[src/rtl/tm1638_frame_writer.sv]
// tm1638_frame_writer
// Snapshots one TM1638 display frame (8 segment bytes, 8 LEDs, brightness,
// on/off) and serialises it into the 19-word command sequence consumed by
// spi_fifo. Word layout: [7:0] byte (LSB-first on the wire), [15:8] zero,
// [16] CONT (1 = keep STB low into the next word).
module tm1638_frame_writer #(
  parameter int NUM_DIGITS = 8
) (
  input  logic        i_Clk,
  input  logic        i_Rst_n,
  input  logic        i_Update,
  input  logic [63:0] i_Seg,
  input  logic [7:0]  i_Leds,
  input  logic [2:0]  i_Brightness,
  input  logic        i_Display_On,
  output logic        o_Busy,
  output logic        o_Done,
  input  logic        i_FIFO_Full,
  output logic        o_Data_Valid,
  output logic [16:0] o_Data
);

  // The TM1638 has exactly eight grid positions; the word sequence below
  // (16 payload words, 4-bit index) is built around that.
  if (NUM_DIGITS != 8) begin : g_num_digits_check
    $error("tm1638_frame_writer: NUM_DIGITS must be 8");
  end

  // Fixed command bytes with their CONT flag in bit 16.
  localparam logic [16:0] WORD_CMD_DATA = 17'h00040; // data cmd: write, auto-increment
  localparam logic [16:0] WORD_CMD_ADDR = 17'h100C0; // address 0, payload follows in same STB
  localparam logic [3:0]  IDX_LAST      = 4'd15;

  typedef enum logic [2:0] {
    ST_IDLE     = 3'd0,
    ST_CMD_DATA = 3'd1,
    ST_CMD_ADDR = 3'd2,
    ST_PAYLOAD  = 3'd3,
    ST_CMD_CTRL = 3'd4
  } state_t;

  state_t      state_r;
  state_t      state_nx_s;
  logic [3:0]  idx_r;
  logic [3:0]  idx_nx_s;
  logic        done_r;
  logic        done_nx_s;

  // Snapshot used by the frame currently being written.
  logic [63:0] seg_snap_r;
  logic [7:0]  leds_snap_r;
  logic [2:0]  bright_snap_r;
  logic        on_snap_r;

  // Most recent request received while a frame was in flight.
  logic        pend_r;
  logic [63:0] seg_pend_r;
  logic [7:0]  leds_pend_r;
  logic [2:0]  bright_pend_r;
  logic        on_pend_r;

  // Source for the next snapshot load: a request in this very cycle is the
  // newest one, otherwise the pending copy.
  logic [63:0] seg_src_s;
  logic [7:0]  leds_src_s;
  logic [2:0]  bright_src_s;
  logic        on_src_s;

  logic        snap_ld_s;
  logic        valid_s;
  logic        accept_s;
  logic [16:0] data_s;
  logic [7:0]  byte_s;
  logic        cont_s;

  // Select where a snapshot load takes its values from.
  always_comb begin
    if (i_Update) begin
      seg_src_s    = i_Seg;
      leds_src_s   = i_Leds;
      bright_src_s = i_Brightness;
      on_src_s     = i_Display_On;
    end else begin
      seg_src_s    = seg_pend_r;
      leds_src_s   = leds_pend_r;
      bright_src_s = bright_pend_r;
      on_src_s     = on_pend_r;
    end
  end

  // Decode the outgoing word and push strobe from state, index and snapshot.
  always_comb begin
    data_s  = 17'h00000;
    valid_s = 1'b0;
    byte_s  = 8'h00;
    cont_s  = 1'b0;
    case (state_r)
      ST_IDLE: begin
        data_s  = 17'h00000;
        valid_s = 1'b0;
      end
      ST_CMD_DATA: begin
        data_s  = WORD_CMD_DATA;
        valid_s = ~i_FIFO_Full;
      end
      ST_CMD_ADDR: begin
        data_s  = WORD_CMD_ADDR;
        valid_s = ~i_FIFO_Full;
      end
      ST_PAYLOAD: begin
        // Even index carries digit k's segments, odd index carries LED k.
        if (idx_r[0] == 1'b0) begin
          byte_s = seg_snap_r[{idx_r[3:1], 3'b000} +: 8];
        end else begin
          byte_s = {7'b000_0000, leds_snap_r[idx_r[3:1]]};
        end
        // STB is released only after the last LED byte.
        if (idx_r == IDX_LAST) begin
          cont_s = 1'b0;
        end else begin
          cont_s = 1'b1;
        end
        data_s  = {cont_s, 8'h00, byte_s};
        valid_s = ~i_FIFO_Full;
      end
      ST_CMD_CTRL: begin
        data_s  = {9'h000, 1'b1, 3'b000, on_snap_r, bright_snap_r};
        valid_s = ~i_FIFO_Full;
      end
      default: begin
        data_s  = 17'h00000;
        valid_s = 1'b0;
      end
    endcase
  end

  assign accept_s     = valid_s;
  assign o_Data_Valid = valid_s;
  assign o_Data       = data_s;
  assign o_Done       = done_r;
  assign o_Busy       = (state_r != ST_IDLE);

  // Next-state logic: advance only when the current word is accepted.
  always_comb begin
    state_nx_s = state_r;
    idx_nx_s   = idx_r;
    done_nx_s  = 1'b0;
    snap_ld_s  = 1'b0;
    case (state_r)
      ST_IDLE: begin
        if (i_Update) begin
          state_nx_s = ST_CMD_DATA;
          idx_nx_s   = 4'd0;
          snap_ld_s  = 1'b1;
        end else begin
          state_nx_s = ST_IDLE;
        end
      end
      ST_CMD_DATA: begin
        if (accept_s) begin
          state_nx_s = ST_CMD_ADDR;
        end else begin
          state_nx_s = ST_CMD_DATA;
        end
      end
      ST_CMD_ADDR: begin
        if (accept_s) begin
          state_nx_s = ST_PAYLOAD;
          idx_nx_s   = 4'd0;
        end else begin
          state_nx_s = ST_CMD_ADDR;
        end
      end
      ST_PAYLOAD: begin
        if (accept_s) begin
          if (idx_r == IDX_LAST) begin
            state_nx_s = ST_CMD_CTRL;
          end else begin
            idx_nx_s = idx_r + 4'd1;
          end
        end else begin
          state_nx_s = ST_PAYLOAD;
        end
      end
      ST_CMD_CTRL: begin
        if (accept_s) begin
          done_nx_s = 1'b1;
          // A queued (or simultaneous) request chains straight into the
          // next frame without passing through IDLE.
          if (pend_r || i_Update) begin
            state_nx_s = ST_CMD_DATA;
            idx_nx_s   = 4'd0;
            snap_ld_s  = 1'b1;
          end else begin
            state_nx_s = ST_IDLE;
          end
        end else begin
          state_nx_s = ST_CMD_CTRL;
        end
      end
      default: begin
        state_nx_s = ST_IDLE;
        idx_nx_s   = 4'd0;
      end
    endcase
  end

  // State, payload index and done pulse registers.
  always_ff @(posedge i_Clk or negedge i_Rst_n) begin
    if (!i_Rst_n) begin
      state_r <= ST_IDLE;
      idx_r   <= 4'd0;
      done_r  <= 1'b0;
    end else begin
      state_r <= state_nx_s;
      idx_r   <= idx_nx_s;
      done_r  <= done_nx_s;
    end
  end

  // Active-frame snapshot, reloaded only when a frame starts.
  always_ff @(posedge i_Clk or negedge i_Rst_n) begin
    if (!i_Rst_n) begin
      seg_snap_r    <= 64'h0;
      leds_snap_r   <= 8'h00;
      bright_snap_r <= 3'd0;
      on_snap_r     <= 1'b0;
    end else if (snap_ld_s) begin
      seg_snap_r    <= seg_src_s;
      leds_snap_r   <= leds_src_s;
      bright_snap_r <= bright_src_s;
      on_snap_r     <= on_src_s;
    end
  end

  // Pending request: newest request wins, consumed when a frame starts.
  always_ff @(posedge i_Clk or negedge i_Rst_n) begin
    if (!i_Rst_n) begin
      pend_r        <= 1'b0;
      seg_pend_r    <= 64'h0;
      leds_pend_r   <= 8'h00;
      bright_pend_r <= 3'd0;
      on_pend_r     <= 1'b0;
    end else begin
      if (snap_ld_s) begin
        pend_r <= 1'b0;
      end else if (i_Update) begin
        pend_r <= 1'b1;
      end
      if (i_Update) begin
        seg_pend_r    <= i_Seg;
        leds_pend_r   <= i_Leds;
        bright_pend_r <= i_Brightness;
        on_pend_r     <= i_Display_On;
      end
    end
  end

endmodule

[config.mk]
export PLATFORM = sky130hd
export DESIGN_NAME = tm1638_frame_writer
export DESIGN_NICKNAME = d
export VERILOG_FILES = /design/src/rtl/tm1638_frame_writer.sv
export SDC_FILE = /design/constraint.sdc
export NUM_CORES = 1
export LEC_CHECK = 0
export ABC_AREA = 1
export CAP_MARGIN = 20
export CORE_MARGIN = 10
export CORE_UTILIZATION = 50
export DETAILED_ROUTE_END_ITERATION = 7
export GPL_ROUTABILITY_DRIVEN = 0
export PLACE_DENSITY = 0.75
export SETUP_SLACK_MARGIN = 0.3
export SLEW_MARGIN = 20
export SYNTH_ARGS = -nofsm -noshare
export SYNTH_HDL_FRONTEND = slang
export SYNTH_SLANG_ARGS = --single-unit
export TNS_END_PERCENT = 50
[constraint.sdc]
create_clock -name i_Clk -period 1.7 [get_ports i_Clk]
set_input_delay 0.255 -clock i_Clk [delete_from_list [all_inputs] [get_ports i_Clk]]
set_output_delay 0.255 -clock i_Clk [all_outputs]
set_load 0.03 [all_outputs]
=== Word-level counts from Yosys, hierarchy flattened ===
Index checks and enable logic that the tools add are counted.

* Register bits: 161

* $add $sub $neg: 1
* Order comparisons: 1
* Eq/ne operators: 12
* Shifts and indexed selects: 1
* Mux-type cells: 33
* Bitwise logic cells: 2
* Reduce and logical (&&, ||, !) cells: 6

{| class="wikitable"
|+ Operators with widths
! kind !! count
|-
| case mux 17 bit (4 select lines) || 1
|-
| two-way mux 64 bit || 1
|-
| indexed part select 64 x 7 -> 8 bit || 1
|-
| two-way mux 4 bit || 6
|-
| case mux 4 bit (5 select lines) || 1
|-
| two-way mux 8 bit || 2
|-
| case mux 3 bit (5 select lines) || 1
|-
| two-way mux 1 bit || 14
|-
| two-way mux 3 bit || 4
|-
| inequality test 2 bit (second input constant) || 6
|-
| AND reduction 7 bit || 1
|-
| == test 3 x 2 -> 1 bit (second input constant) || 2
|-
| adder 4 x 1 -> 4 bit (second input constant) || 1
|-
| == test 4 bit (second input constant) || 1
|-
| < comparator 3 x 4 -> 1 bit (second input constant) || 1
|-
| OR reduction 4 bit || 1
|-
| binary-select mux 1 bit (select 3 bit) || 1
|-
| == test 3 x 1 -> 1 bit (second input constant) || 1
|-
| == test 3 bit (second input constant) || 1
|-
| zero test 3 bit || 1
|-
| inequality test 3 bit (second input constant) || 1
|-
| nonzero test 3 bit || 1
|-
| two-way mux 2 bit || 1
|-
| NOT 1 bit || 2
|-
| other kinds (3) || 3
|}

=== Longest topological paths before layout ===
Gate-level depths: netlist (run 1).

* Depth after elaboration: 6
* Mapped depth: 9

=== Worst setup path before layout (run 1) ===
Ideal clock, no wire load.

* Path kind: reg-to-output
* Start: register idx_r[1]
* End: output port o_Data[0]
* Arrival time: 1371 ps
* Data required time: 1445 ps
* Setup slack: 74 ps
* Stages on the path, launching flop included: 9
* Buffers on the path: 1
* Cell sequence: dfrtp_1 inv_1 clkbuf_1 nand2_1 nand3_1 nand3_1 nand2_1 nand3_1 nand3_1

* Word-level cells in the longest chain between the ends: 4
* Elaborated cells on any way between the ends: 5
* Classes of those cells: shift: 1; mux: 4

{| class="wikitable"
|+ RTL lines
! item !! line !! RTL
|-
| start: declaration || 44 || <nowiki>logic [3:0] idx_r;</nowiki>
|-
| start signal: assignment || 216 || <nowiki>idx_r <= idx_nx_s;</nowiki>
|-
| parallel branches: the longest is 2 deep, another holds indexed part select 64 x 7 -> 8 bit || n/a ||
|-
| two-way mux 8 bit (*) || 112 || <nowiki>if (idx_r[0] == 1'b0) begin</nowiki>
|-
| case mux 17 bit (4 select lines) (*) || 97 || <nowiki>case (state_r)</nowiki>
|-
| end: declaration || 20 || <nowiki>output logic [16:0] o_Data</nowiki>
|}

Mark *: on every way between the ends. The select of a mux whose other input is x is not followed.

=== Worst setup path after layout (run 1) ===
* Start: register idx_r[1]
* End: output port o_Data[16]

* Word-level cells in the longest chain between the ends: 3

{| class="wikitable"
|+ RTL lines
! item !! line !! RTL
|-
| == test 4 bit || 118 || <nowiki>if (idx_r == IDX_LAST) begin</nowiki>
|-
| two-way mux 1 bit || 118 ||
|-
| case mux 17 bit (4 select lines) || 97 ||
|}

Every way passes these cells.

==> impl_metrics.env, run 1 <==
export IMPL_yosys_warnings=0
export IMPL_fp_dieH_um=139
export IMPL_reg2reg_from="state_r[1]"
export IMPL_fin_worst_skew_ps=13.6
export IMPL_fin_crit_sh_pct=129
export IMPL_fin_nets=1075
export IMPL_cp_max_fo=13
export IMPL_synth_top_area_cell="dfrtp_1"
export IMPL_cts_buffer_depth=2
export IMPL_grt_max_degree=48
export IMPL_initial_core_util_pct=50.8
export IMPL_violations="setup timing"
export IMPL_wl_met3_um=1970
export IMPL_firstDrtPassIters=5
export IMPL_synth_edf_count=0
export IMPL_finalWirelength_um=24200
export IMPL_antenna_found_initial=0
export IMPL_cp_end_kind="output pin"
export IMPL_leakagePower_nw=5.21
export IMPL_cts_sinks=161
export IMPL_rrSetupSlack_ps=-170
export IMPL_design_core_area_um2=13900
export IMPL_power_per_cell_area_nw_per_um2=1590
export IMPL_synthDistinctLibCells=25
export IMPL_cp_required_ps=1440
export IMPL_port_buffers=91
export IMPL_finalMaxSlewViolations=0
export IMPL_area_growth_pct=48.2
export IMPL_synth_top_area_share_pct=57.1
export IMPL_routed_top_layer="met4"
export IMPL_final_cells=1186
export IMPL_status="finished, violations left"
export IMPL_critPathLaunchType="flop"
export IMPL_setup_viol=92
export IMPL_drtIter0Drc=570
export IMPL_ys_flop_type="dfrtp_1"
export IMPL_avgViaCountPerCell=5.63
export IMPL_setup_ws_ps=-487
export IMPL_seq_area_um2=4030
export IMPL_dp_cells=1105
export IMPL_worstPathArrival_ps=1930
export IMPL_dpl_hpwl_um=12300
export IMPL_dieWidth_um=139
export IMPL_multiInputGateArea_um2=3210
export IMPL_grt_ovfl_total=0
export IMPL_num_fill_cells=881
export IMPL_async_reset_ff_share_pct=100
export IMPL_dr_wl_met2_um=11600
export IMPL_row_count=43
export IMPL_syn_area_um2=7060
export IMPL_numCtsBuffers=17
export IMPL_hold_violations=0
export IMPL_detail_route_antenna_nets=0
export IMPL_utilization_pct=75.3
export IMPL_path_clk_slew_ps=70
export IMPL_yosysMostFrequentCell="nand2_1"
export IMPL_io_pins=100
export IMPL_finalPower_mw=16.6
export IMPL_clk_latency_ps=430
export IMPL_slew_headroom_pct=67.0
export IMPL_hold_path_class="in -> async"
export IMPL_track_usage_pct=21.9
export IMPL_max_vdd_ir_drop_uv=826
export IMPL_final_area_um2=10500
export IMPL_maxCapViolations=0
export IMPL_n_antenna_cell=0
export IMPL_hold_slack_ps=336
export IMPL_fmax_mhz=457
export IMPL_synth_area_leaders="dfrtp_1 (57%), nand2_1 (21%), nand3_1 (5.3%), o21ai_0 (3.7%), inv_1 (2.7%)"
export IMPL_crit_type="reg -> out"
export IMPL_worst_slew_pin_slew_ps=490
export IMPL_synthTopCellsByCount="nand2_1 (396), dfrtp_1 (161), nand3_1 (75), o21ai_0 (52), inv_1 (51)"
export IMPL_drive_gt1_share_pct=26.1
export IMPL_cts_root_buf="clkbuf_16"
export IMPL_vias=6678
export IMPL_synth_avg_cell_area_um2=8.21
export IMPL_placed_area_um2=8340
export IMPL_place_ws_ps=2.67
export IMPL_dieArea_um2=19300
export IMPL_synth_seq_cells=161
export IMPL_grt_pass1_wl_um=34300
export IMPL_cts_tree="done"
export IMPL_cts_max_level=4
export IMPL_first_global_vias=6309
export IMPL_rsz0062_at_grt="true"
export IMPL_met1_length_um=9630
export IMPL_r2r_cells=12
export IMPL_totalNegativeSetupSlack_ps=-10550
export IMPL_synthCells=860
export IMPL_ys_seq_area_share_pct=57.1
export IMPL_drc=0
export IMPL_wl_per_cell_um=20.4
export IMPL_post_route_min_period_ps=2190
export IMPL_r2r_end="seg_snap_r[9]"
==> cells by family (layout without fill, tap and decap cells) <==
group / after synthesis / after routing / synth area share [%]
and+or+nand+nor: 490 / 491 / 27.9
DFF: 161 / 161 / 57.1
AOI/OAI and AO/OA: 97 / 97 / 7.39
adders and majority gates: 1 / 1 / 0.177
other: 1 / 8 / 0.0531
buffers and inverters: 109 / 247 / 7.30
xor gates and xnor gates: 1 / 1 / 0.124
==> metal layers <==
metal / up-vias / global-route usage [%]
met3: 87 / 4.93
met2: 420 / 34.9
li1: 2976 / -
met4: 0 / 8.62
met1: 3195 / 28.4
met5: - / 0
==> flip-flops by register name (all words and copies together) (netlist names), 3 cells and up <==
| name | cells |
|---|---|
| seg_pend_r | 64 |
| seg_snap_r | 64 |
| leds_pend_r | 8 |
| leds_snap_r | 8 |
| idx_r | 4 |
| bright_pend_r | 3 |
| bright_snap_r | 3 |
| state_r | 3 |
==> final cells by class <==
type                    instances  area share (%)
flip-flops and latches        161            38.5
multi-input cells             598            30.7
repair buffers                164            21.0
clock buffers                  21            4.40
well taps                     180            2.15
inverters                      52            1.89
clock inverters                10            1.29
==> cell usage in the layout, fill, tap and decap left out, drive strengths merged, types with 14 or more instances in the layout <==
cell,Yosys,routed
a21oi,21,21
buf,37,79
clkbuf,20,28
clkdlybuf4s50,0,77
dfrtp,161,161
inv,51,51
nand2,398,399
nand3,75,75
nor2,14,14
o21ai,63,63
==> what timing repair did <==
item,4_1_cts,5_1_grt
hold endpoints to repair,42,0
hold buffers,1,0
pin swaps,10,16
endpoints found under the setup margin,94,96
gates resized for setup,131,113
cloned,15,6
buffers inserted,24,4
==> power breakdown <==
part / internal, mW / switching (mW)
logic: 3.26 / 3.93
clock network: 2.37 / 1.57
registers: 4.86 / 0.654
==> worst max path at each step <==
stage	start	endpoint	slack [ps]	depth (start not counted)
after floorplan	idx_r[1]	o_Data[2]	300	7
after global placement	idx_r[1]	o_Data[6]	30	7
after detailed placement	idx_r[1]	o_Data[1]	3	8
after CTS	idx_r[1]	o_Data[0]	-360	9
after global routing	idx_r[1]	o_Data[16]	-530	8
final	idx_r[1]	o_Data[16]	-490	8
==> worst max-delay path: stages (launching register included) <==
cell     delay, ps
dfrtp_2        510
buf_12         180
ha_1           190
nand2_1         90
inv_1           60
nand2_1        130
nand2_1         90
nand2_1        100
buf_6          140
Power figures use the tool's default switching activity.
==> inputs of run 2 (changes only) <==
--- a/config.mk
+++ b/config.mk
@@ -7,6 +7,7 @@
 export LEC_CHECK = 0
 export ABC_AREA = 1
 export CAP_MARGIN = 20
+export CORE_ASPECT_RATIO = 1.2
 export CORE_MARGIN = 10
 export CORE_UTILIZATION = 50
 export DETAILED_ROUTE_END_ITERATION = 7
==> run 2 against run 1 <==
Compared with the run above:
- the run still ends with setup timing left
- cell count fell by 0.17%
- register-to-register slack got worse by 70 ps
- non-clock buffer count rose by 7
- sequential share of layout area fell by 1.1 points
- critical path depth fell by 2
- clock skew fell by 5.9 ps
- core utilization rose by 2.6 points
- clock power rose by 2%
- count of clock-buffer cells in the layout fell by 3
- critical path type unchanged
==> impl_metrics.env, run 2 (synthesized netlist as in run 1, its figures left out) <==
export IMPL_leakagePower_nw=5.31
export IMPL_seq_area_um2=4030
export IMPL_antenna_found_initial=0
export IMPL_drtIter0Drc=777
export IMPL_cts_max_level=4
export IMPL_holdPathStages=3
export IMPL_finalWirelength_um=25600
export IMPL_detail_route_antenna_nets=0
export IMPL_initial_core_util_pct=51.1
export IMPL_maxCapViolations=0
export IMPL_r2r_cells=12
export IMPL_fin_worst_skew_ps=7.69
export IMPL_grt_max_degree=47
export IMPL_row_count=47
export IMPL_fin_nets=1081
export IMPL_fp_dieH_um=150
export IMPL_critPathLaunchType="flop"
export IMPL_cts_tree="done"
export IMPL_cts_root_buf="clkbuf_16"
export IMPL_reg2reg_from="state_r[1]"
export IMPL_n_antenna_cell=0
export IMPL_track_usage_pct=23.3
export IMPL_slowest_stage="dfrtp_2"
export IMPL_wl_per_cell_um=21.6
export IMPL_crit_type="reg -> out"
export IMPL_multiInputGateArea_um2=3420
export IMPL_dieArea_um2=19300
export IMPL_rsz0062_at_grt="true"
export IMPL_final_cell_mix="nand2_1 (337), dfrtp_1 (157), clkdlybuf4s50_1 (77)"
export IMPL_cp_end_kind="output pin"
export IMPL_placed_area_um2=8380
export IMPL_num_fill_cells=740
export IMPL_setup_ws_ps=-465
export IMPL_violations="setup timing"
export IMPL_vias=6906
export IMPL_final_area_um2=10800
export IMPL_drc=0
export IMPL_setup_viol=91
export IMPL_final_common_cell="nand2_1"
export IMPL_design_core_area_um2=13800
export IMPL_grt_ovfl_total=0
export IMPL_first_global_vias=6648
export IMPL_port_buffers=91
export IMPL_io_pins=100
export IMPL_power_per_cell_area_nw_per_um2=1570
export IMPL_slew_headroom_pct=65.1
export IMPL_cp_max_fo=15
export IMPL_cp_required_ps=1440
export IMPL_cp_cell_sequence="buf_6 > o211ai_1 > nand3_1 > nand3_2 > nand3_4 > buf_12"
export IMPL_finalPower_mw=16.9
export IMPL_hold_path_class="in -> reg"
export IMPL_top_regs="seg_pend_r (64), seg_snap_r (64)"
export IMPL_firstDrtPassIters=6
export IMPL_avgViaCountPerCell=5.83
export IMPL_totalNegativeSetupSlack_ps=-16430
export IMPL_path_buf_inv=2
export IMPL_cts_buffer_depth=2
export IMPL_min_delay_start="i_Update"
export IMPL_cp_top_family="flip-flops"
export IMPL_hold_end="pend_r"
export IMPL_r2r_end="seg_snap_r[34]"
export IMPL_status="finished, violations left"
export IMPL_cp_depth=6
export IMPL_path_clk_slew_ps=70
export IMPL_max_vdd_ir_drop_uv=788
export IMPL_fin_crit_sh_pct=127
export IMPL_dpl_hpwl_um=12200
export IMPL_cts_sinks=161
export IMPL_numCtsBuffers=17
export IMPL_fmax_mhz=462
export IMPL_drive_gt1_share_pct=30.0
export IMPL_grt_pass1_wl_um=35500
export IMPL_worstPathArrival_ps=1910
export IMPL_utilization_pct=77.9
export IMPL_hold_violations=0
export IMPL_rrSetupSlack_ps=-240
export IMPL_finalMaxSlewViolations=0
export IMPL_area_growth_pct=52.6
export IMPL_clk_latency_ps=430
export IMPL_worst_slew_pin_slew_ps=523
export IMPL_post_route_min_period_ps=2160
export IMPL_max_stage_delay_ps=470
export IMPL_dieWidth_um=128
==> run 2: report_power, final <==
part,total [mW],internal (mW),switching [mW]
sequential,5.60,4.86,0.743
combinational,7.30,3.25,4.05
clock,4.01,2.34,1.67
total,16.9,10.4,6.47
==> run 2: metrics by stage <==
step                      hold WS, ps  cells  setup WS, ps
after floorplan                 -40.6    867           296
after global placement            209   1101          98.2
after detailed placement          211   1101          46.3
after CTS                         168   1175          -314
after global routing              231   1184          -527
final                             196   1184          -465
==> run 2: final cells by class <==
cell class                      instances  share of cell area, %
Clock buffer                           18                   3.99
Clock inverter                         14                   1.66
Inverter                               52                   1.88
Multi-Input combinational cell        597                   31.7
Sequential cell                       161                   37.5
Tap cell                              171                   1.99
Timing Repair Buffer                  171                   21.3
==> run 2: per-layer routing <==
layer | global-route usage (%) | wire length, um | up-vias
met5 | 0 | 0 | -
met4 | 10.9 | 1410 | 0
met3 | 4.96 | 1960 | 131
met2 | 39.4 | 12800 | 473
met1 | 27.7 | 9390 | 3315
li1 | - | - | 2987
==> run 2: how the worst max path moves through the flow <==
stage / start / end / slack [ps]
finish: idx_r[1] / o_Data[0] / -460
global route: idx_r[1] / o_Data[0] / -530
CTS: idx_r[1] / o_Data[6] / -310
detailed placement: i_FIFO_Full / seg_snap_r[25] / 50
global placement: idx_r[1] / o_Data[0] / 100
floorplan: idx_r[1] / o_Data[2] / 300
==> run 2: repair_timing <==
| action | in CTS | in global routing |
|---|---|---|
| hold buffers | 1 | 0 |
| setup endpoints to repair | 94 | 95 |
| buffers inserted | 22 | 7 |
| hold endpoints to repair | 38 | 0 |
| pin swaps | 42 | 44 |
| gates resized for setup | 172 | 120 |
| gates cloned | 19 | 2 |
==> run 2: worst reg2reg max path, stage by stage (launching register included) <==
cell and delay (ps):
dfrtp_2 450, buf_12 140, nor2_4 120, nand2_4 90
buf_6 130, nor2_4 130, o21ai_4 100, nand2_4 130
buf_12 150, buf_6 110, buf_16 120, nand2_1 110
o21ai_2 90
